**config.mk**
```make
export PLATFORM = sky130hd
export DESIGN_NAME = wb_regfile_queue
export DESIGN_NICKNAME = d
export VERILOG_FILES = /design/src/rtl/wb_regfile_queue.sv
export SDC_FILE = /design/constraint.sdc
export NUM_CORES = 1
export LEC_CHECK = 0
export CAP_MARGIN = 20
export CORE_MARGIN = 2
export CORE_UTILIZATION = 35
export DETAILED_ROUTE_END_ITERATION = 8
export HOLD_SLACK_MARGIN = 0.12
export PLACE_DENSITY = 0.53
export SLEW_MARGIN = 10
export SYNTH_ARGS = -nofsm -noshare
export SYNTH_HDL_FRONTEND = slang
export SYNTH_SLANG_ARGS = --single-unit
export TNS_END_PERCENT = 5
```
**constraint.sdc**
```tcl
create_clock -name clk -period 1.85 [get_ports clk]
set_input_delay 0.185 -clock clk [delete_from_list [all_inputs] [get_ports clk]]
set_output_delay 0.185 -clock clk [all_outputs]
set_load 0.02 [all_outputs]
```
**src/rtl/wb_regfile_queue.sv**
```systemverilog
// Write-back stage: 2-entry FIFO of pending register writes feeding a
// 4x16 register file (r0 hardwired to 0) with forwarding on two read ports.
//
// Ports:
//   clk, reset          rising-edge clock, synchronous active-high reset
//   in_valid/in_ready   ALU result handshake (in_ready = queue not full)
//   in_we/in_addr/in_data
//                       result write enable, destination, value
//   wb_hold             blocks retirement of the queue head this cycle
//   ra_addr/ra_data     read port A (rs), combinational
//   rb_addr/rb_data     read port B (rt), combinational
//   pending             queue occupancy 0..2
module wb_regfile_queue #(
  parameter int unsigned DATA_W = 16,
  parameter int unsigned ADDR_W = 2,
  parameter int unsigned DEPTH  = 2
) (
  input  logic              clk,
  input  logic              reset,
  input  logic              in_valid,
  output logic              in_ready,
  input  logic              in_we,
  input  logic [ADDR_W-1:0] in_addr,
  input  logic [DATA_W-1:0] in_data,
  input  logic              wb_hold,
  input  logic [ADDR_W-1:0] ra_addr,
  output logic [DATA_W-1:0] ra_data,
  input  logic [ADDR_W-1:0] rb_addr,
  output logic [DATA_W-1:0] rb_data,
  output logic [$clog2(DEPTH+1)-1:0] pending
);

  localparam int unsigned NREG  = 1 << ADDR_W;
  localparam int unsigned CNT_W = $clog2(DEPTH + 1);

  typedef enum logic [1:0] {
    EMPTY = 2'd0,
    ONE   = 2'd1,
    FULL  = 2'd2
  } state_t;

  state_t state_q, state_d;

  logic [CNT_W-1:0] pending_q, pending_d;
  logic             in_ready_q, in_ready_d;

  // Head is the oldest entry; tail is only meaningful in FULL.
  logic [ADDR_W-1:0] head_addr_q, head_addr_d;
  logic [DATA_W-1:0] head_data_q, head_data_d;
  logic [ADDR_W-1:0] tail_addr_q, tail_addr_d;
  logic [DATA_W-1:0] tail_data_q, tail_data_d;

  logic [DATA_W-1:0] rf_q [NREG];
  logic [DATA_W-1:0] rf_d [NREG];

  logic push;
  logic pop;

  // Writes to r0 or with in_we=0 complete the handshake but are dropped.
  assign push = in_valid & in_ready_q & in_we
              & (in_addr != '0);
  assign pop  = (state_q != EMPTY) & ~wb_hold;

  always_comb begin
    state_d     = state_q;
    head_addr_d = head_addr_q;
    head_data_d = head_data_q;
    tail_addr_d = tail_addr_q;
    tail_data_d = tail_data_q;

    unique case (state_q)
      EMPTY: begin
        if (push) begin
          state_d     = ONE;
          head_addr_d = in_addr;
          head_data_d = in_data;
        end
      end
      ONE: begin
        if (push && pop) begin
          // Head retires this edge; new entry takes its slot.
          head_addr_d = in_addr;
          head_data_d = in_data;
        end else if (push) begin
          state_d     = FULL;
          tail_addr_d = in_addr;
          tail_data_d = in_data;
        end else if (pop) begin
          state_d = EMPTY;
        end
      end
      FULL: begin
        if (pop) begin
          state_d     = ONE;
          head_addr_d = tail_addr_q;
          head_data_d = tail_data_q;
        end
      end
      default: state_d = EMPTY;
    endcase
  end

  // Outputs registered from the next state so they depend on state only.
  always_comb begin
    pending_d  = '0;
    in_ready_d = 1'b1;
    unique case (state_d)
      EMPTY:   pending_d = CNT_W'(0);
      ONE:     pending_d = CNT_W'(1);
      FULL: begin
        pending_d  = CNT_W'(2);
        in_ready_d = 1'b0;
      end
      default: pending_d = '0;
    endcase
  end

  always_comb begin
    for (int i = 0; i < NREG; i++) begin
      rf_d[i] = rf_q[i];
    end
    if (pop) begin
      rf_d[head_addr_q] = head_data_q;
    end
    rf_d[0] = '0;
  end

  always_ff @(posedge clk) begin
    if (reset) begin
      state_q     <= EMPTY;
      pending_q   <= '0;
      in_ready_q  <= 1'b1;
      head_addr_q <= '0;
      head_data_q <= '0;
      tail_addr_q <= '0;
      tail_data_q <= '0;
      for (int i = 0; i < NREG; i++) begin
        rf_q[i] <= '0;
      end
    end else begin
      state_q     <= state_d;
      pending_q   <= pending_d;
      in_ready_q  <= in_ready_d;
      head_addr_q <= head_addr_d;
      head_data_q <= head_data_d;
      tail_addr_q <= tail_addr_d;
      tail_data_q <= tail_data_d;
      for (int i = 0; i < NREG; i++) begin
        rf_q[i] <= rf_d[i];
      end
    end
  end

  logic head_vld;
  logic tail_vld;

  assign head_vld = (state_q != EMPTY);
  assign tail_vld = (state_q == FULL);

  // Read priority: r0, younger (tail), older (head), regfile.
  always_comb begin
    ra_data = rf_q[ra_addr];
    if (ra_addr == '0) begin
      ra_data = '0;
    end else if (tail_vld && tail_addr_q == ra_addr) begin
      ra_data = tail_data_q;
    end else if (head_vld && head_addr_q == ra_addr) begin
      ra_data = head_data_q;
    end
  end

  always_comb begin
    rb_data = rf_q[rb_addr];
    if (rb_addr == '0) begin
      rb_data = '0;
    end else if (tail_vld && tail_addr_q == rb_addr) begin
      rb_data = tail_data_q;
    end else if (head_vld && head_addr_q == rb_addr) begin
      rb_data = head_data_q;
    end
  end

  assign in_ready = in_ready_q;
  assign pending  = pending_q;

endmodule
```
## Word-level counts from Yosys, hierarchy flattened

Memories as Yosys holds them, arrays and structs flattened.
Index checks and enable logic that the tools add are counted.

| operators by class | value |
|---|---|
| eq/ne operators | 11 |
| $lt $le $gt $ge | 2 |
| bitwise gates (word level) | 11 |
| mux-type cells | 33 |
| reduce and logical (&&, ||, !) cells | 14 |

Operators by type and width:

| cell | number |
|---|---|
| $mux W16 | 14 |
| $bwmux W64 | 1 |
| $mux W48 | 1 |
| $pmux W16 S3 | 1 |
| $demux W16 S2 | 1 |
| $mux W2 | 8 |
| $pmux W2 S3 | 2 |
| $eq A2 B2 Y1 | 4 |
| $logic_and A1 B1 Y1 | 6 |
| $logic_not A2 Y1 | 3 |
| $ne A2 B2 Y1 const B | 3 |
| $and A1 B1 Y1 | 4 |
| $eq A2 B1 Y1 const B | 2 |
| $eq A2 B2 Y1 const B | 2 |
| $mux W1 | 4 |
| $or A1 B1 Y1 | 4 |
| $pmux W2 S2 | 1 |
| $reduce_and A4 Y1 | 1 |
| $reduce_bool A2 Y1 | 2 |
| $ge A3 B3 Y1 const B | 1 |
| $lt A3 B1 Y1 const B | 1 |
| $not A2 Y3 | 1 |
| $reduce_and A3 Y1 | 1 |
| $reduce_bool A3 Y1 | 1 |
| $not A1 Y1 | 2 |

| word-level totals | value |
|---|---|
| logic and storage cells | 79 |
| RAM bits | 64 |
| memories | 1 |
| register bits | 41 |
| input bits | 27 |

Memories:

| name | words | width | read ports | clocked after memory_dff | wr ports | line | text |
|---|---|---|---|---|---|---|---|
| rf_q | 4 | 16 | 6 | 0 | 4 | 53 | `logic [DATA_W-1:0] rf_q [NREG];` |

## Longest topological paths before layout

| depth | value |
|---|---|
| word-level depth | 8 |
| mapped depth | 7 |
| mapped depth without buffers | 6 |

## Worst setup path before layout

No wires, ideal clock.

| path | value |
|---|---|
| kind | reg2out |
| from | register state_q[1] |
| to | output rb_data[10] |
| buffers on the path | 2 |
| arrival | 1.532 ns |
| stages on the path, launching flop included | 7 |
| setup slack | 0.133 ns |
| cells stage by stage | dfxtp_1 -> or2_1 -> buf_2 -> nand3_2 -> buf_6 -> mux2i_1 -> a21oi_1 |

| on the way | value |
|---|---|
| cells in the longest elaborated chain, start to end | 5 |
| elaborated cells between the ends (all ways) | 7 |

Ends and longest elaborated chain:

| item | line | text |
|---|---|---|
| from (decl) | 42 | `state_t state_q, state_d;` |
| from (signal assigned) | 141 | `state_q <= state_d;` |
| $reduce_bool A2 Y1 | 157 | `assign head_vld = (state_q != EMPTY);` |
| $logic_and A1 B1 Y1 | 178 | `end else if (head_vld && head_addr_q == rb_addr) begin` |
| $mux W16 | 178 |  |
| $mux W16 * | 176 | `end else if (tail_vld && tail_addr_q == rb_addr) begin` |
| $mux W16 * | 174 | `if (rb_addr == '0) begin` |
| to (decl) | 29 | `output logic [DATA_W-1:0] rb_data,` |

Mark *: on every way between the ends. The rest lies on a longest branch, timed or not.

## Worst setup path in the final report

| path | value |
|---|---|
| from | register state_q[1] |
| to | output ra_data[7] |

| on the way | value |
|---|---|
| cells in the longest elaborated chain, start to end | 5 |
| elaborated cells between the ends (all ways) | 7 |

Ends and longest elaborated chain:

| item | line | text |
|---|---|---|
| $reduce_bool A2 Y1 | 157 |  |
| $logic_and A1 B1 Y1 | 167 | `end else if (head_vld && head_addr_q == ra_addr) begin` |
| $mux W16 | 167 |  |
| $mux W16 * | 165 | `end else if (tail_vld && tail_addr_q == ra_addr) begin` |
| $mux W16 * | 163 | `if (ra_addr == '0) begin` |
| to (decl) | 27 | `output logic [DATA_W-1:0] ra_data,` |

Marks and branches as above.

==> impl_metrics.csv <==
group,metric,value,unit
clocking,clock_latency,0.35,ns
sta,rsz0062_at_grt,"yes",
route,final_antenna_net_count,0,
die,dieArea,15800,µm²
sta,layout_setup_ws,-0.0442,ns
setup_path,cp_data_arrival_time,1.71,ns
sta,max_freq,528,MHz
sta,maxSlewHeadroom,0.578,
yosys,synth_top_area_frac,0.344,
sta,skew,0.00846,ns
place,post-dp-hpwl,10700,µm
sta,hold_violations,0,
pwr,power_frac_clock,0.427,
cells_and_area,layout-drive-gt1-share,0.310,
yosys,yosys.area_share.simple,0.127,
clocking,htreeDepth,3,
pwr,p_comb_frac,0.123,
yosys,yosysTopAreaCell,"dfxtp_1",
cells_and_area,nNetsFinal,683,
clocking,cts_tree,"yes",
grt,antenna_found_initial,0,
pwr,p_sw,1.14,mW
cells_and_area,fin_area,6740,µm²
route,wl,15000,µm
pwr,ir_drop,398,µV
yosys,netlist_instances,562,
route,drtIter0Drc,254,
setup_path,r2r_setup_slack,0.10,ns
yosys,synth.avg_cell_area,9.22,µm²
yosys,yosys_register_bits,89,
yosys,synthXorXnorAreaFrac,0.0135,
yosys,synthTopCellsByArea,"dfxtp_1 34%, mux2i_1 19%, mux2_2 8.9%, a22o_1 5.4%, nor2_1 5.0%",
place,dpl_worst_slack,-0.749,ns
grt,grt-ovfl-total,0,
setup_path,crit_path_end_kind,"output port",
pwr,swShare,0.255,
setup_path,cp_max_fo,8,
place,portBuffers,61,
setup_path,critPathKind,"flip-flop to output port",
cells_and_area,layout_common_cells,"95 x mux2i_1, 83 x dfxtp_1, 69 x nor2_1, 69 x buf_4, 43 x a21oi_1",
setup_path,critPathRequiredTime,1.66,ns
clocking,cts-root-buf,"clkbuf_16",
sta,setup_violations,22,
route,via_count,4409,
sta,finalCriticalPeriod,1.89,ns
sta,fin_hold_ws,0.333,ns
setup_path,start_kind,"flip-flop",
route,post-route-drc-count,0,
die,core_region_area,14500,µm²
pwr,power.density,663,nW/µm²
die,rows,44,
pwr,seqPwrFrac,0.449,
yosys,synth_compound_area_frac,0.144,
yosys,yosys-mux-area-fraction,0.307,
clocking,cts_buffers,9,
run,cap_violations,0,
sta,worst_pin_slew,0.633,ns
cells_and_area,diodes,0,
run_status,outcome,"finished with violations",
pwr,p_leak,2.97,nW
grt,grt_usage,0.190,
sta,post-route-period-util,1.02,
yosys,synth_fp_nets,592,
clocking,clk_pin_slew,0.06,ns
route,wl_per_cell,17.8,µm
yosys,ys_types,32,
yosys,yosys_warnings,0,
die,dieWidth,126,µm
route,dr.pass1.iters,4,
yosys,synthAdderAreaFrac,0.00724,
cells_and_area,syn2layout_area_growth,30.1,%
place,place.gp.congestion,0.843,
die,boundaryPins,62,
clocking,cts_sinks,89,
place,place_area,6330,µm²
yosys,synth_top_family_by_area,"multiplexers",
yosys,syn_area,5180,µm²
worst_hold_path,worstHoldPathType,"input port to flip-flop",
die,die_y,126,µm
grt,grt_max_degree,65,
grt,grt_pass1_wl,23900,µm
route,via_per_inst,5.24,
run_status,violations,"setup timing",
clocking,clockBufferDepth,2,
pwr,p_int,3.33,mW
pwr,power,4.47,mW
cells_and_area,fill_cells,1402,
yosys,seq_area_frac_synth,0.344,
cells_and_area,layout_commonest_cell,"mux2i_1",
die,initial_core_util,0.358,
grt,grt_pass1_vias,4360,
sta,report.final.slew_viol_count,0,
## synthesized netlist by cell type
cell type	n
a21oi_1	50
a22o_1	32
buf_1	1
buf_12	1
buf_2	5
buf_4	7
buf_6	8
clkbuf_1	26
dfxtp_1	89
ha_1	3
inv_1	2
mux2_2	41
mux2_4	10
mux2i_1	98
nand2_1	37
nand2b_1	2
nand3_1	2
nand3_2	2
nand4b_1	1
nor2_1	69
nor2_4	1
nor2b_1	21
nor3_1	2
nor3b_1	3
nor4b_1	2
o2111ai_4	1
o21ai_0	33
o21ba_2	1
o22ai_2	1
or2_0	2
or2_1	1
xnor2_1	8
## power groups by stage
| stage | combinational [mW] | clock, mW | sequential [mW] |
|---|---|---|---|
| after CTS | 0.544 | 1.94 | 2.01 |
| after detailed placement | 0.518 | 0 | 2.05 |
| final | 0.552 | 1.91 | 2.01 |
| after global placement | 0.508 | 0 | 2.04 |
| after global routing | 0.593 | 2.02 | 2.01 |
| after floorplan | 0.297 | 0 | 2.03 |
## cells by family after synthesis
logic type / count (synthesis)
adder cells (fa/ha/maj): 3
multiplexers: 149
AO/OA/AOI/OAI: 118
buffers and inverters: 50
XOR/XNOR: 8
AND/OR/NAND/NOR: 145
flip-flops: 89
## state kept, by name, summed over array words and instances (netlist names)
register	count
head_addr_q	2
tail_addr_q	2
head_data_q	16
state_q	2
tail_data_q	16
rf_q	48
in_ready	1
pending	2
## per-stage QoR
step	std cells	utilization	TNS, ns
floorplan	562	-	0
global placement	824	0.437	-23.97
detailed placement	824	0.437	-26.13
CTS	842	0.459	-0.640
global route	842	0.466	-2.36
finish	842	0.466	-0.497
## critical path: stages, from the launching register on
cell and delay, ns:
dfxtp_2 0.34, or2_4 0.29, nand3_4 0.11, buf_12 0.15, mux2i_1 0.22, a21oi_2 0.09, buf_4 0.16
## path summary, 6_finish.rpt
check / startpoint / to / cells past startpoint
setup / recovery: state_q[1] / ra_data[7] / 6
hold / removal: reset / state_q[1] / 2
setup reg to reg: state_q[1] / pending[1] / 6
hold reg to reg: rf_q[3][9] / rf_q[3][9] / 2
## what timing repair did
action | in CTS | in global routing
hold buffers | 0 | 0
buffers inserted | 2 | 0
gates resized for setup | 184 | 30
pin swaps | 20 | 9
hold endpoints to repair | 0 | 0
endpoints found under the setup margin | 34 | 33
## routing by layer
metal / track usage / part of all wire / up-vias
li1: - / - / 2166
met1: 0.276 / 0.49 / 2127
met2: 0.292 / 0.45 / 103
met3: 0.0234 / 0.037 / 13
met4: 0.0627 / 0.014 / 0
met5: 0 / 0 / -
## final cells by class
cell class                 instances  area [µm²]  area share
tap                              184         230      0.0341
clock inverter                     5        63.8     0.00947
clock buffer                      11         243      0.0360
sequential                        89        1790       0.265
timing repair buffer             128        1140       0.170
inverter                           2        7.51     0.00111
multi-input combinational        423        3260       0.484
(Power assumes the default switching activity.)
